## src/rtl/lock_key_loader_if.sv

```systemverilog
// ----------------------------------------------------------------------------
// lock_key_loader_if
//   Bundles the key-store fetch port and the parallel key bus of
//   lock_key_loader into one interface.
//
//   master : the loader side. It drives ks_req and the key bus, and it samples
//            reload, ks_vld and ks_bit.
//   slave  : the environment side. This is the key store plus the locked
//            controller.
//
//   Signals
//     reload     1-cycle pulse: discard the key and fetch again
//     ks_req     fetch request to the key store
//     ks_vld     key-store beat valid
//     ks_bit     serial key data, qualified by ks_vld
//     key_out    KEY_W-bit key to the locked design (0 unless key_valid)
//     key_valid  key_out holds a parity-checked key
//     dut_hold   1 = keep the locked design in reset
//     key_error  retries exhausted
// ----------------------------------------------------------------------------
interface lock_key_loader_if #(
    parameter int unsigned KEY_W = 8
);
    logic             reload;
    logic             ks_req;
    logic             ks_vld;
    logic             ks_bit;
    logic [KEY_W-1:0] key_out;
    logic             key_valid;
    logic             dut_hold;
    logic             key_error;

    modport master (
        input  reload,
        input  ks_vld,
        input  ks_bit,
        output ks_req,
        output key_out,
        output key_valid,
        output dut_hold,
        output key_error
    );

    modport slave (
        output reload,
        output ks_vld,
        output ks_bit,
        input  ks_req,
        input  key_out,
        input  key_valid,
        input  dut_hold,
        input  key_error
    );
endinterface

```

## src/rtl/lock_key_loader.sv

```systemverilog
// ----------------------------------------------------------------------------
// lock_key_loader
//   This block is the key-delivery end of the logic-locking key interface.
//   - It fetches the unlock key bit-serially from an off-block key store.
//   - It checks even parity over the whole frame.
//   - It presents the key in parallel to the locked FSM controller.
//   - The locked design is held in reset (dut_hold) until a verified key is
//     on the bus.
//   - A failed fetch is retried, up to MAX_RETRY attempts in total.
//
//   Frame: KEY_W key bits LSB first, then one even-parity bit. The XOR of
//   all KEY_W+1 bits must be 0.
//
//   Parameters
//     KEY_W      key width in bits (1..32)
//     MAX_RETRY  failed fetches allowed before the error state (>= 1)
//     TIMEOUT    max cycles between ks_vld beats while fetching (>= 2)
//
//   Ports
//     clk   clock, rising edge
//     rst   asynchronous, active-high reset
//     bus   lock_key_loader_if.master (reload, ks_req, ks_vld, ks_bit,
//           key_out, key_valid, dut_hold, key_error)
//
//   Build option
//     LOCK_KEY_LOADER_LOCKOUT_EN
//       defined   : the error state is sticky. reload is ignored there, and
//                   only rst exits it.
//       undefined : reload in the error state clears key_error and the retry
//                   count, then starts a new fetch.
//
//   All outputs are registered. Each is decoded from the next state, so
//   ks_req falls on the same edge that samples the parity beat. key_valid
//   rises as CHECK hands over to DONE.
// ----------------------------------------------------------------------------
module lock_key_loader #(
    parameter int unsigned KEY_W     = 8,
    parameter int unsigned MAX_RETRY = 3,
    parameter int unsigned TIMEOUT   = 16
) (
    input  logic               clk,
    input  logic               rst,
    lock_key_loader_if.master  bus
);

    // Counter widths
    localparam int unsigned CW = $clog2(KEY_W + 1);
    localparam int unsigned TW = $clog2(TIMEOUT);
    localparam int unsigned RW = $clog2(MAX_RETRY + 1);

    localparam logic [CW-1:0] LAST_BEAT  = CW'(KEY_W);
    localparam logic [TW-1:0] TMO_LAST   = TW'(TIMEOUT - 1);
    localparam logic [RW-1:0] RETRY_LAST = RW'(MAX_RETRY - 1);

    typedef enum logic [2:0] {
        StIdle,
        StShift,
        StCheck,
        StDone,
        StFail
    } state_e;

    state_e           state_q,     state_d;
    logic [CW-1:0]    bit_cnt_q,   bit_cnt_d;
    logic [TW-1:0]    tmo_cnt_q,   tmo_cnt_d;
    logic [RW-1:0]    retry_cnt_q, retry_cnt_d;
    logic [KEY_W-1:0] shadow_q,    shadow_d;
    logic             parity_q,    parity_d;
    logic             tmo_fail_q,  tmo_fail_d;

    // Registered outputs
    logic             ks_req_q,    ks_req_d;
    logic [KEY_W-1:0] key_out_q,   key_out_d;
    logic             key_valid_q, key_valid_d;
    logic             dut_hold_q,  dut_hold_d;
    logic             key_error_q, key_error_d;

    logic             frame_ok;

    // A timed-out fetch is handled as a parity failure
    assign frame_ok = !parity_q && !tmo_fail_q;

    // ------------------------------------------------------------------
    // Next-state and datapath logic
    // ------------------------------------------------------------------
    always_comb begin
        state_d     = state_q;
        bit_cnt_d   = bit_cnt_q;
        tmo_cnt_d   = tmo_cnt_q;
        retry_cnt_d = retry_cnt_q;
        shadow_d    = shadow_q;
        parity_d    = parity_q;
        tmo_fail_d  = tmo_fail_q;

        unique case (state_q)
            StIdle: begin
                bit_cnt_d  = '0;
                tmo_cnt_d  = '0;
                shadow_d   = '0;
                parity_d   = 1'b0;
                tmo_fail_d = 1'b0;
                state_d    = StShift;
            end

            StShift: begin
                // A beat is tested before the timeout, so a final beat that
                // arrives on the expiry cycle is still accepted.
                if (bus.ks_vld) begin
                    tmo_cnt_d = '0;
                    parity_d  = parity_q ^ bus.ks_bit;
                    if (bit_cnt_q == LAST_BEAT) begin
                        state_d = StCheck;
                    end else begin
                        // shadow is cleared in IDLE, so OR-ing sets one bit
                        shadow_d  = shadow_q | (KEY_W'(bus.ks_bit) << bit_cnt_q);
                        bit_cnt_d = bit_cnt_q + CW'(1);
                    end
                end else if (tmo_cnt_q == TMO_LAST) begin
                    tmo_fail_d = 1'b1;
                    state_d    = StCheck;
                end else begin
                    tmo_cnt_d = tmo_cnt_q + TW'(1);
                end
            end

            StCheck: begin
                if (frame_ok) begin
                    retry_cnt_d = '0;
                    state_d     = StDone;
                end else if (retry_cnt_q < RETRY_LAST) begin
                    // Only increments below the limit, so it saturates
                    retry_cnt_d = retry_cnt_q + RW'(1);
                    state_d     = StIdle;
                end else begin
                    state_d = StFail;
                end
            end

            StDone: begin
                if (bus.reload) begin
                    state_d = StIdle;
                end
            end

            StFail: begin
`ifdef LOCK_KEY_LOADER_LOCKOUT_EN
                state_d = StFail;
`else
                if (bus.reload) begin
                    retry_cnt_d = '0;
                    state_d     = StIdle;
                end
`endif
            end

            default: begin
                state_d = StIdle;
            end
        endcase

        // Each output is decoded from the state being entered, so it
        // changes on the same edge as the state.
        ks_req_d    = (state_d == StShift);
        key_valid_d = (state_d == StDone);
        dut_hold_d  = (state_d != StDone);
        key_error_d = (state_d == StFail);
        key_out_d   = (state_d == StDone) ? shadow_d : '0;
    end

    // ------------------------------------------------------------------
    // State and output registers
    // ------------------------------------------------------------------
    always_ff @(posedge clk or posedge rst) begin
        if (rst) begin
            state_q     <= StIdle;
            bit_cnt_q   <= '0;
            tmo_cnt_q   <= '0;
            retry_cnt_q <= '0;
            shadow_q    <= '0;
            parity_q    <= 1'b0;
            tmo_fail_q  <= 1'b0;
            ks_req_q    <= 1'b0;
            key_out_q   <= '0;
            key_valid_q <= 1'b0;
            dut_hold_q  <= 1'b1;
            key_error_q <= 1'b0;
        end else begin
            state_q     <= state_d;
            bit_cnt_q   <= bit_cnt_d;
            tmo_cnt_q   <= tmo_cnt_d;
            retry_cnt_q <= retry_cnt_d;
            shadow_q    <= shadow_d;
            parity_q    <= parity_d;
            tmo_fail_q  <= tmo_fail_d;
            ks_req_q    <= ks_req_d;
            key_out_q   <= key_out_d;
            key_valid_q <= key_valid_d;
            dut_hold_q  <= dut_hold_d;
            key_error_q <= key_error_d;
        end
    end

    assign bus.ks_req    = ks_req_q;
    assign bus.key_out   = key_out_q;
    assign bus.key_valid = key_valid_q;
    assign bus.dut_hold  = dut_hold_q;
    assign bus.key_error = key_error_q;

endmodule

```

## src/flat_wrapper.sv

```systemverilog
// flat-port wrapper written by rule: the top's interface ports become plain ports
module lock_key_loader_flat 
#(
    parameter int unsigned KEY_W     = 8,
    parameter int unsigned MAX_RETRY = 3,
    parameter int unsigned TIMEOUT   = 16
)
  (clk, rst, bus_reload, bus_ks_vld, bus_ks_bit, bus_ks_req, bus_key_out, bus_key_valid, bus_dut_hold, bus_key_error);
  lock_key_loader_if #(.KEY_W(KEY_W)) bus_i ();
  input  logic clk;
  input  logic rst;
  input wire logic [$bits(bus_i.reload)-1:0] bus_reload;
  input wire logic [$bits(bus_i.ks_vld)-1:0] bus_ks_vld;
  input wire logic [$bits(bus_i.ks_bit)-1:0] bus_ks_bit;
  output wire logic [$bits(bus_i.ks_req)-1:0] bus_ks_req;
  output wire logic [$bits(bus_i.key_out)-1:0] bus_key_out;
  output wire logic [$bits(bus_i.key_valid)-1:0] bus_key_valid;
  output wire logic [$bits(bus_i.dut_hold)-1:0] bus_dut_hold;
  output wire logic [$bits(bus_i.key_error)-1:0] bus_key_error;
  assign bus_i.reload = bus_reload;
  assign bus_i.ks_vld = bus_ks_vld;
  assign bus_i.ks_bit = bus_ks_bit;
  assign bus_ks_req = bus_i.ks_req;
  assign bus_key_out = bus_i.key_out;
  assign bus_key_valid = bus_i.key_valid;
  assign bus_dut_hold = bus_i.dut_hold;
  assign bus_key_error = bus_i.key_error;
  lock_key_loader #(.KEY_W(KEY_W), .MAX_RETRY(MAX_RETRY), .TIMEOUT(TIMEOUT)) u_core (.clk(clk), .rst(rst), .bus(bus_i));
endmodule
```

## config.mk

```make
export PLATFORM = sky130hd
export DESIGN_NAME = lock_key_loader_flat
export DESIGN_NICKNAME = d
export VERILOG_FILES = /design/src/rtl/lock_key_loader_if.sv /design/src/rtl/lock_key_loader.sv /design/src/flat_wrapper.sv
export SDC_FILE = /design/constraint.sdc
export NUM_CORES = 1
export LEC_CHECK = 0
export CORE_MARGIN = 2
export CORE_UTILIZATION = 43
export DETAILED_ROUTE_END_ITERATION = 12
export MAX_ROUTING_LAYER = met4
export PLACE_DENSITY = 0.75
export SYNTH_ARGS = -nofsm -noshare
export SYNTH_HDL_FRONTEND = slang
export SYNTH_SLANG_ARGS = --single-unit
```

## constraint.sdc

```tcl
create_clock -name clk -period 4.14 [get_ports clk]
set_clock_uncertainty 0.15 [all_clocks]
set_input_delay 1.035 -clock clk [delete_from_list [all_inputs] [get_ports clk]]
set_output_delay 1.035 -clock clk [all_outputs]
set_load 0.05 [all_outputs]
```

==> impl_metrics.toml <==
[clock_tree]
cts_tree = "built"
cts_buffers = 5
cts_sinks = 35
cts_buffer_depth = 2
clkTransAtPathRegs_ps = 100
postCtsSetupBuffers = 0
cts_resized = 0
h-tree-depth = 2
clk_latency_ps = 340
postCtsHoldBufs = 0
clockRootBuffer = "clkbuf_4"

[pwr]
power_density_mw_per_mm2 = 574.8
power.internal_mw = 0.6441
peakVddDrop_v = 0.0002525
p_seq_share_pct = 50.9
p_leak_nw = 0.8163
switching_share_pct = 37.55
p_switching_mw = 0.3873
power_frac_comb_pct = 32.2
p_clk_share_pct = 16.9

[die]
ios = 17
dieArea_mm2 = 0.004114
core.rowCount = 21
die_h_um = 64.14
start_util_pct = 45.53
die_w_um = 64.14
fp.coreArea_mm2 = 0.003416

[worst_hold_path]
hold_class = "reg -> reg"

[final_layout]
fin_cells = 210
area_growth_pct = 15.37
nets = 171
num_antenna_cells = 0
layout-drive-gt1-share_pct = 10.37
post-route-util_pct = 52.53

[synth]
yosys-top-cells-count = "dfrtp_1, nor2_1, nand2_1, and2_1"
synth_top_area_share_pct = 54.71
synth_edf_count = 0
avgSynthCellArea_um2 = 10.73
ys_top_cells_by_area = "dfrtp_1, nor2_1, and2_1"
synth_cell_types = 41
seq_area_frac_synth_pct = 56.40
async_flop_share_pct = 100.0
syn-num-nets = 153
ys_warn_count = 0
yosys.area.top_type = "dfrtp_1"
syn_area_mm2 = 0.001555
ys.flop_type = "dfrtp_1"
synth-seq-cells = 35
netlist_instances = 145
synth_most_common_cell = "dfrtp_1"

[route]
vias = 1116
wl_per_cell_um = 12.78
drt_iter0_drc = 55
drtPass1Iterations = 4
drc = 0
ant_nets = 0
via_per_inst = 5.314
wirelength_um = 2684

[setup_path]
path_cells = "clkdlybuf4s50_1"
critical_path_buf_inv_count = 1
cp.required_ps = 2950
cp_top_family = "buffers and inverters"
critPathMaxStageDelay_ps = 790
path_class = "reg -> out"
worst_setup_path_end_kind = "output port"
cp_max_fo = 1
critPathArrivalTime_ps = 1660
slowest_stage = "clkdlybuf4s50_1"
cp-start-kind = "flip-flop"

[job]
cap_violations = 0

[placed_design]
dp_hpwl_um = 1895
dp.cells = 202
port_buffers = 16
gp_congestion = 0.7987

[outcome]
status = "finished, final reports clean"

[grt]
grt-ovfl-total = 0
grt_max_degree = 36
grt_pass1_vias = 1070
grtUsageTotal_pct = 15.75
antenna_found_initial = 0
grt_first_pass_wirelength_um = 4788

[timing]
rsz0062_at_grt = "no"
hold_slack_ps = 355.2
fin_setup_tns_ps = 0
slew_violations = 0
clock.fmax_ghz = 0.3517
slew_headroom_pct = 45.12
final-hold-violation-count = 0
fin_crit_sh_pct = 68.68
tightest_slew_ps = 820.1
min_period_ps = 2843
setup_viol = 0
-- state kept, by name, summed over array words and instances (netlist names) --
| signal | cells |
|---|---|
| u_core.tmo_fail_q | 1 |
| u_core.state_q | 3 |
| u_core.bus.dut_hold | 1 |
| u_core.retry_cnt_q | 2 |
| u_core.bit_cnt_q | 4 |
| u_core.tmo_cnt_q | 4 |
| u_core.bus.ks_req | 1 |
| u_core.bus.key_out | 8 |
| u_core.bus.key_error | 1 |
| u_core.parity_q | 1 |
| u_core.bus.key_valid | 1 |
| u_core.shadow_q | 8 |
-- power by group through the flow --
stage / clock network, mW / logic (mW) / registers [mW]
global placement: 0 / 0.318 / 0.526
finish: 0.175 / 0.332 / 0.525
detailed placement: 0 / 0.333 / 0.530
global route: 0.204 / 0.377 / 0.538
floorplan: 0 / 0.273 / 0.516
CTS: 0.183 / 0.334 / 0.524
-- cell families (layout without fill, tap and decap cells) --
kind of cell / after synthesis / count (layout) / synth area share, %
AO/OA/AOI/OAI: 35 / 35 / 16.33
XOR/XNOR: 1 / 1 / 0.5633
adder cells (fa/ha/maj): 3 / 3 / 2.414
buffers and inverters: 13 / 32 / 4.264
flip-flops: 35 / 35 / 56.40
multiplexers: 1 / 1 / 0.6436
AND/OR/NAND/NOR: 57 / 57 / 19.39
-- worst paths after layout --
check,slack [ps],start,end,cells past startpoint
hold reg to reg,360,u_core.shadow_q[3],u_core.shadow_q[3],1
hold / removal,360,u_core.shadow_q[3],u_core.shadow_q[3],1
setup / recovery,1300,u_core.bus.dut_hold,bus_dut_hold,1
min in group asynchronous,930,rst,u_core.bus.key_valid,3
setup reg to reg,1890,u_core.state_q[1],u_core.bus.key_out[2],4
max in group asynchronous,2570,rst,u_core.bus.dut_hold,3
-- per-layer routing --
metal  track usage [%]  vias up  part of all wire (%)
li1                  -      549                     -
met1             19.28      544                    46
met2             24.48       18                    49
met3             5.282        5                   3.6
met4             5.585        0                   1.6
met5                 -        -                     0
-- stage by stage --
step | area [um2] | setup WS, ps | total power, mW
2_1_floorplan | 1555 | 2143 | 0.7891
3_3_place_gp | 1740 | 1544 | 0.8441
3_5_place_dp | 1740 | 1465 | 0.8633
4_1_cts | 1794 | 1274 | 1.041
5_1_grt | 1794 | 1235 | 1.119
6_report | 1794 | 1297 | 1.031
-- cells in the final DEF (no fill, tap or decap), types with 2 or more instances in the layout --
| cell type | Yosys | final |
|---|---|---|
| a22o_1 | 3 | 3 |
| o22ai_1 | 2 | 2 |
| inv_1 | 7 | 7 |
| a22o_2 | 4 | 4 |
| nand4_1 | 2 | 2 |
| nand2_1 | 12 | 12 |
| nand3_1 | 7 | 7 |
| ha_1 | 3 | 3 |
| clkbuf_4 | 0 | 5 |
| nor2_1 | 16 | 16 |
| and2_1 | 9 | 9 |
| a32o_1 | 2 | 2 |
| nor4_1 | 2 | 2 |
| o31ai_1 | 2 | 2 |
| a21oi_1 | 7 | 7 |
| clkdlybuf4s50_1 | 0 | 16 |
| dfrtp_1 | 34 | 34 |
| o21ai_0 | 5 | 5 |
-- cell type report --
| class | instances | area (um2) |
|---|---|---|
| Clock buffer | 6 | 41.29 |
| Clock inverter | 2 | 12.51 |
| Fill cell | 306 | 1622 |
| Inverter | 7 | 26.28 |
| Multi-Input combinational cell | 97 | 611.8 |
| Sequential cell | 35 | 877.1 |
| Tap cell | 46 | 57.56 |
| Timing Repair Buffer | 17 | 167.7 |
No activity file was read; power rests on OpenSTA's default activity.
